[src/rtl/pipe_hazard_unit.sv]
// Hazard and forwarding controller for the in-order pipeline.
// Tracks DEPTH in-flight instructions past decode (entry 1 = EX, DEPTH = WB).
// It raises load-use stalls, redirect flushes and a freeze while data memory
// is busy. It also picks EX operand forward sources and counts stall cycles.
// Ports:
//   clock, reset                 clock and synchronous active-high reset
//   id_*                         decode-stage instruction description
//   ex_redirect                  taken branch/jump resolved in EX
//   mem_busy                     data memory wait, whole pipe holds
//   stall_f, flush_id, bubble_ex front-end hold / IF-ID flush / ID-EX bubble
//   freeze                       all pipeline registers hold
//   fwd_rs1_sel, fwd_rs2_sel     0 = ID/EX value, k = result of stage k
//   perf_stall_cnt               saturating count of load-use stall cycles
module pipe_hazard_unit #(
  parameter int unsigned RA_W       = 5,
  parameter int unsigned DEPTH      = 3,
  parameter int unsigned LOAD_STAGE = 3,
  parameter int unsigned CNT_W      = 32,
  localparam int unsigned SEL_W     = $clog2(DEPTH + 1)
) (
  input  logic             clock,
  input  logic             reset,
  input  logic             id_valid,
  input  logic [RA_W-1:0]  id_rs1,
  input  logic [RA_W-1:0]  id_rs2,
  input  logic             id_rs1_used,
  input  logic             id_rs2_used,
  input  logic [RA_W-1:0]  id_rd,
  input  logic             id_we,
  input  logic             id_is_load,
  input  logic             id_is_store,
  input  logic             ex_redirect,
  input  logic             mem_busy,
  output logic             stall_f,
  output logic             flush_id,
  output logic             bubble_ex,
  output logic             freeze,
  output logic [SEL_W-1:0] fwd_rs1_sel,
  output logic [SEL_W-1:0] fwd_rs2_sel,
  output logic [CNT_W-1:0] perf_stall_cnt
);

  logic [DEPTH:1]           s_valid;
  logic [DEPTH:1]           s_we;
  logic [DEPTH:1]           s_load;
  logic [DEPTH:1][RA_W-1:0] s_rd;
  logic [RA_W-1:0]          ex_rs1;
  logic [RA_W-1:0]          ex_rs2;
  logic                     ex_rs1_used;
  logic                     ex_rs2_used;
  logic [CNT_W-1:0]         stall_cnt;

  logic [DEPTH:1] m_id1, m_id2, m_ex1, m_ex2;
  logic           hazard;
  logic           take_id;

  // Youngest matching producer decides; a load hazards if its result is
  // not yet forwardable when the consumer needs it (lead = 1 for EX use,
  // 2 for store data consumed one stage later in MEM).
  function automatic logic load_hazard(input logic [DEPTH:1] m,
                                       input logic [DEPTH:1] ld,
                                       input int unsigned    lead);
    logic hit;
    logic found;
    hit   = 1'b0;
    found = 1'b0;
    for (int unsigned k = 1; k <= DEPTH; k++) begin
      if (!found && m[k]) begin
        found = 1'b1;
        hit   = ld[k] && ((k + lead) < LOAD_STAGE);
      end
    end
    return hit;
  endfunction

  // Nearest forwardable producer in stages 2..DEPTH; loads too early are skipped.
  function automatic logic [SEL_W-1:0] fwd_pick(input logic [DEPTH:1] m,
                                                input logic [DEPTH:1] ld,
                                                input logic           used);
    logic [SEL_W-1:0] sel;
    sel = '0;
    for (int unsigned k = DEPTH; k > 1; k--) begin
      if (used && m[k] && !(ld[k] && (k < LOAD_STAGE))) sel = SEL_W'(k);
    end
    return sel;
  endfunction

  // Register-match vectors against every scoreboard entry; x0 never matches.
  always_comb begin
    logic live;
    m_id1 = '0;
    m_id2 = '0;
    m_ex1 = '0;
    m_ex2 = '0;
    live  = 1'b0;
    for (int unsigned k = 1; k <= DEPTH; k++) begin
      live     = s_valid[k] && s_we[k];
      m_id1[k] = live && (s_rd[k] == id_rs1) && (id_rs1 != '0);
      m_id2[k] = live && (s_rd[k] == id_rs2) && (id_rs2 != '0);
      m_ex1[k] = live && (s_rd[k] == ex_rs1) && (ex_rs1 != '0);
      m_ex2[k] = live && (s_rd[k] == ex_rs2) && (ex_rs2 != '0);
    end
  end

  assign hazard = id_valid &&
                  ((id_rs1_used && load_hazard(m_id1, s_load, 1)) ||
                   (id_rs2_used && load_hazard(m_id2, s_load, id_is_store ? 2 : 1)));

  // Pipeline control with priority freeze > redirect > load-use stall.
  always_comb begin
    stall_f   = 1'b0;
    flush_id  = 1'b0;
    bubble_ex = 1'b0;
    freeze    = mem_busy;
    if (mem_busy) begin
      stall_f = 1'b1;
    end else if (ex_redirect) begin
      flush_id  = 1'b1;
      bubble_ex = 1'b1;
    end else if (hazard) begin
      stall_f   = 1'b1;
      bubble_ex = 1'b1;
    end
  end

  assign fwd_rs1_sel    = fwd_pick(m_ex1, s_load, ex_rs1_used);
  assign fwd_rs2_sel    = fwd_pick(m_ex2, s_load, ex_rs2_used);
  assign perf_stall_cnt = stall_cnt;
  assign take_id        = id_valid && !bubble_ex;

  // Scoreboard advance and stall counter; reset overrides freeze.
  always_ff @(posedge clock) begin
    if (reset) begin
      s_valid     <= '0;
      s_we        <= '0;
      s_load      <= '0;
      s_rd        <= '0;
      ex_rs1      <= '0;
      ex_rs2      <= '0;
      ex_rs1_used <= 1'b0;
      ex_rs2_used <= 1'b0;
      stall_cnt   <= '0;
    end else if (!mem_busy) begin
      s_valid     <= {s_valid[DEPTH-1:1], take_id};
      s_we        <= {s_we[DEPTH-1:1], take_id && id_we};
      s_load      <= {s_load[DEPTH-1:1], take_id && id_is_load};
      s_rd        <= {s_rd[DEPTH-1:1], take_id ? id_rd : RA_W'(0)};
      ex_rs1      <= take_id ? id_rs1 : RA_W'(0);
      ex_rs2      <= take_id ? id_rs2 : RA_W'(0);
      ex_rs1_used <= take_id && id_rs1_used;
      ex_rs2_used <= take_id && id_rs2_used;
      if (!ex_redirect && hazard && (stall_cnt != '1)) begin
        stall_cnt <= stall_cnt + CNT_W'(1);
      end
    end
  end

endmodule

[config.mk]
export PLATFORM = sky130hd
export DESIGN_NAME = pipe_hazard_unit
export DESIGN_NICKNAME = d
export VERILOG_FILES = /design/src/rtl/pipe_hazard_unit.sv
export SDC_FILE = /design/constraint.sdc
export NUM_CORES = 1
export LEC_CHECK = 0
export ABC_AREA = 1
export CORE_UTILIZATION = 54
export DETAILED_ROUTE_END_ITERATION = 10
export PLACE_DENSITY_LB_ADDON = 0.1
export SYNTH_ARGS = -nofsm -noshare
export SYNTH_HDL_FRONTEND = slang
export SYNTH_SLANG_ARGS = --single-unit
[constraint.sdc]
create_clock -name clock -period 1.9 [get_ports clock]
set_input_delay 0.38 -clock clock [delete_from_list [all_inputs] [get_ports clock]]
set_output_delay 0.38 -clock clock [all_outputs]
set_load 0.01 [all_outputs]
## Word level (Yosys, flattened, before mapping)

Cells that the tools add are included.
W data, S select, Z words.

| word-level totals | value |
|---|---|
| bits in registers | 68 |
| output and inout port bits | 40 |

| cells by class | value |
|---|---|
| bitwise operators | 1 |
| magnitude comparators | 3 |
| add/sub/neg operators | 4 |
| reductions and logical operators | 59 |
| equality and inequality tests | 11 |
| muxes and demuxes | 25 |

Operators with widths:

| operator | count |
|---|---|
| $eq A5 B5 Y1 | 10 |
| $logic_and A1 B1 Y1 | 46 |
| $add A32 B1 Y32 const B | 1 |
| $ne A32 B32 Y1 const B | 1 |
| $reduce_bool A5 Y1 | 4 |
| $mux W1 | 17 |
| $mux W5 | 3 |
| $mux W2 | 5 |
| $lt A3 B2 Y1 const B | 3 |
| $logic_not A1 Y1 | 7 |
| $add A2 B2 Y3 const A | 2 |
| $add A1 B2 Y3 const A | 1 |
| $reduce_and A2 Y1 | 1 |
| $logic_or A1 B1 Y1 | 1 |
| $not A1 Y1 | 1 |

## Depth between registers and ports, before layout

| logic depth | value |
|---|---|
| depth after elaboration | 19 |
| gate-level depth with buffers | 13 |
| mapped depth without buffers | 12 |

## Worst setup path after synthesis

OpenSTA, ideal clock, no wires.

| timing path | value |
|---|---|
| kind | reg-to-reg |
| from | reg stall_cnt[0], in the netlist perf_stall_cnt[0] |
| to | reg stall_cnt[19], in the netlist perf_stall_cnt[19] |
| cell stages (with the launch flop) | 12 |
| arrival | 1578 ps |
| buffers on the path | 1 |
| setup time | 132 ps |
| path slack | 190 ps |
| required time | 1768 ps |
| clock period less this slack | 1710 ps |
| cell sequence | dfxtp_1 -> ha_1 -> nand2_1 -> nor2_2 -> nand2_2 -> nor2_4 -> nand2_1 -> inv_1 -> nor2_4 -> buf_6 -> nand3_1 -> a21oi_1 |

| on the way | value |
|---|---|
| longest elaborated chain between the ends | 3 |

RTL lines:

| item | RTL line | RTL |
|---|---|---|
| from (decl) | 51 | `logic [CNT_W-1:0] stall_cnt;` |
| from (signal assigned) | 153 | `stall_cnt <= stall_cnt + CNT_W'(1);` |
| branches (longest 3 deep; another with $add A32 B1 Y32) | - |  |

Several ways; the timed one is not identified.
A chain may end at the register's enable or synchronous reset.

## Worst setup path after layout

| timing path | value |
|---|---|
| from | reg ex_rs2[4] |
| to | out fwd_rs2_sel[0] |

| on the way | value |
|---|---|
| longest elaborated chain between the ends | 6 |

RTL lines:

| item | RTL line | RTL |
|---|---|---|
| from (decl) | 48 | `logic [RA_W-1:0] ex_rs2;` |
| from (signal assigned) | 149 | `ex_rs2 <= take_id ? id_rs2 : RA_W'(0);` |
| $eq A5 B5 Y1 | 101 | `m_ex2[k] = live && (s_rd[k] == ex_rs2) && (ex_rs2 != '0);` |
| $logic_and A1 B1 Y1 (2 in series) | 101 |  |
| $logic_and A1 B1 Y1 | 83 | `if (used && m[k] && !(ld[k] && (k < LOAD_STAGE))) sel = SEL_W'(k);` |
| $mux W2 or $logic_and A1 B1 Y1 (tied branches) | 83 |  |
| $mux W2 * | 83 |  |
| to (decl) | 39 | `output logic [SEL_W-1:0] fwd_rs2_sel,` |

Every way passes the cells marked *; elsewhere a longest branch is shown, timed or not.

==> out/metrics.yaml <==
setup_path:
  critPathLaunchType: "flop"
  critPathArrivalTime_ps: 1760
  required_ps: 1520
  max_stage_delay_ps: 330
  cpMostUsedCell: "inv_1"
  crit_chain: "xnor2_1 -> inv_1 -> nor4_2 -> inv_1 -> nor4_4 -> buf_4 -> nor2_2 -> buf_2"
  path_max_fanout: 2
  slowest_stage: "dfxtp_2"
  end_kind: "output pin"
  worstSetupPathType: "reg2out"
cells_and_area:
  antenna_cells: 0
  fin_nets: 738
  areaGrowthSynthToFinish_pct: 46.39
  seq_area_sq_um: 1373
  multi_input_area_sq_um: 2659
  layout-drive-gt1-share: 0.2831
  fill_cells: 464
  final_cells: 813
detailed_routing:
  drt-initial-drc-count: 466
  drtAntennaViolNets: 0
  wl_per_cell_um: 17.64
  met1_length_um: 6062
  drt-vias-per-instance: 5.818
  wl_met2_um: 6581
  num_vias: 4730
  drc: 0
  met3_length_um: 1413
  wirelength_um: 14340
  topRoutingLayerUsed: "met4"
  first_pass_iters: 5
sta:
  worstMarginPinSlew_ps: 806.4
  fmax_ghz: 0.4673
  finalSetupViolCount: 6
  setup_ws_ps: -239.8
  timing.final.hold_violations: 0
  setup_tns_ps: -714.8
  slew_viol_final: 0
  skew_ps: 9.599
  rsz0062_at_grt: "true"
  post-route-period-util: 1.126
  maxSlewHeadroom: 0.4624
  fin_crit_ps: 2140
logic_synthesis:
  ys_seq_area_frac: 0.3363
  yosys_warnings: 0
  ys_ff_latch: 67
  syn_inst: 595
  synth.area.top_cells: "dfxtp_1, nand2_1, a21oi_1"
  yosysUniqueCellTypes: 32
  netlist_area_sq_um: 3989
  yosysTopAreaCell: "dfxtp_1"
  syn-num-nets: 621
  synth.avg_cell_area_sq_um: 6.704
  yosys.area.top_type_share: 0.3363
cts:
  clkTransAtPathRegs_ps: 70
  cts_buffer_depth: 2
  cts_hold_buf: 0
  cts_tree: "done"
  clk_latency_ps: 350
  cts_buffers: 9
  cts.htree.levels: 3
  clock_tree.root_cell: "clkbuf_8"
  cts.sinks: 67
floorplan:
  io_pins: 65
  fp.coreArea_sq_um: 6982
  dieArea_sq_um: 7734
  initial_core_util: 0.5713
  fp.dieW_um: 87.95
  die_height_um: 87.95
  fp-row-count: 30
job:
  maxCapViolations: 0
power_and_ir_drop:
  vdd_drop_max_v: 0.0004650
  clockPowerShare: 0.400
  power_frac_seq: 0.488
  p_per_area_nw_per_um2: 508.9
  combPwrFrac: 0.112
  power.internal_mw: 2.175
  p_sw_mw: 0.7968
  p_leak_nw: 2.178
  switching_share: 0.2681
grt:
  grt_usage: 0.3367
  grt_pass1_wl_um: 20070
  grt_antenna_before_repair: 0
  grt_max_degree: 68
  grt_pass1_vias: 4149
  grt_overflow: 0
status:
  violations: "setup timing"
  outcome: "complete, but fails checks"
hold_path:
  hold_class: "in2reg"
place:
  place_hpwl_um: 8623
  place.gp.congestion: 0.9686
  port_buffers: 64
  place_inst: 784
## cell usage in the layout (no fill, tap or decap), types with 2 or more instances in the layout
cell type / netlist / routed
nand2_1: 129 / 123
buf_4: 4 / 65
dfxtp_1: 67 / 50
inv_1: 53 / 49
nor2_1: 51 / 49
clkdlybuf4s50_1: 0 / 42
a21oi_1: 59 / 34
xor2_1: 27 / 27
a21oi_2: 0 / 25
nand4_1: 23 / 23
nand3_1: 45 / 20
nand3_2: 5 / 19
o21ai_1: 16 / 17
o21ai_0: 19 / 17
xnor2_1: 15 / 15
nor3_1: 21 / 15
dlygate4sd2_1: 0 / 14
clkbuf_8: 0 / 13
dfxtp_2: 0 / 13
nand3_4: 0 / 11
a211oi_1: 10 / 10
inv_2: 4 / 8
nand2_2: 2 / 8
buf_2: 5 / 7
nor3_2: 0 / 6
buf_12: 0 / 5
nand3b_1: 4 / 4
dfxtp_4: 0 / 4
nor2_4: 2 / 3
clkbuf_16: 0 / 3
buf_6: 3 / 3
nor4_2: 0 / 2
nor2_2: 1 / 2
clkinvlp_4: 0 / 2
## per-layer routing
layer | GRT usage | vias to the layer above
met5 | 0 | -
met4 | 0.08793 | 0
met3 | 0.08200 | 35
met2 | 0.4975 | 280
met1 | 0.4878 | 2207
li1 | - | 2208
## worst max-delay path: cells and delay by family (launching register included)
| family | cells | cell delay (ps) |
|---|---|---|
| AND/OR/NAND/NOR | 3 | 450 |
| XOR/XNOR | 1 | 140 |
| flip-flops | 1 | 330 |
| buffers and inverters | 4 | 510 |
## layout make-up
| cell class | count | area share |
|---|---|---|
| flip-flops and latches | 67 | 0.2351 |
| well taps | 96 | 0.02057 |
| clock inverters | 3 | 0.003428 |
| clock buffers | 13 | 0.03064 |
| multi-input cells | 438 | 0.4553 |
| inverters | 57 | 0.03664 |
| repair buffers | 139 | 0.2183 |
## stage by stage
stage	setup WS, ps	utilization	instance area [sq um]	hold WS (ps)	power, mW
after floorplan	189.8	-	3989	445.3	1.634
after global placement	-604.6	0.7263	5071	453.7	1.776
after detailed placement	-695.7	0.7263	5071	458.9	1.787
after CTS	-232.0	0.7647	5339	385.7	2.939
after global routing	-334.4	0.8364	5839	428.6	3.068
final	-239.8	0.8364	5839	407.5	2.972
## flip-flops by register name, indices dropped and copies added (netlist names)
signal,count
ex_rs1_used,1
s_load,2
ex_rs2,5
s_we,3
perf_stall_cnt,32
ex_rs2_used,1
ex_rs1,5
s_valid,3
s_rd,15
## synthesized netlist by cell type
master    instances
ha_1              1
nand4_2           1
inv_2             4
nand3b_1          4
buf_6             3
clkbuf_1         18
clkbuf_4          1
nor2_1           51
nor2_4            2
dfxtp_1          67
nand2_2           2
xor2_1           27
nor3_1           21
o21ai_0          19
nor3b_1           1
buf_1             2
nand2_1         129
a21oi_1          59
nand4_1          23
inv_1            53
buf_2             5
buf_4             4
nand3_2           5
o2111a_1          1
nor2_2            1
xnor2_1          15
o22ai_1           1
nand3_1          45
nor4_1            3
o21ai_1          16
a221oi_1          1
a211oi_1         10
## power by group through the flow
| stage | Combinational (mW) | Clock, mW | Sequential, mW |
|---|---|---|---|
| after floorplan | 0.154 | 0 | 1.48 |
| after global placement | 0.294 | 0 | 1.48 |
| after detailed placement | 0.304 | 0 | 1.48 |
| after CTS | 0.301 | 1.19 | 1.45 |
| after global routing | 0.357 | 1.26 | 1.45 |
| final | 0.332 | 1.19 | 1.45 |
## final timing paths
path	start	endpoint	slack [ps]	cells past startpoint
min	mem_busy	s_rd[1]	410	3
max reg2reg	s_rd[0]	perf_stall_cnt[16]	30	11
max	ex_rs2[4]	fwd_rs2_sel[0]	-240	8
min reg2reg	ex_rs2_used	ex_rs2_used	470	2
## cells by family after synthesis
group,after synthesis,share of synthesized area
buffers and inverters,90,0.09661
AOI/OAI and AO/OA,107,0.1434
DFF,67,0.3363
and+or+nand+nor,288,0.3284
adders and majority gates,1,0.003136
xor gates and xnor gates,42,0.09222
## timing repair
action                                  CTS  global route
endpoints found under the setup margin   37            38
setup buffers                             7             2
pin swaps                                13            37
gates cloned                              0             4
gates resized for setup                  64            88
(Power assumes the default switching activity.)
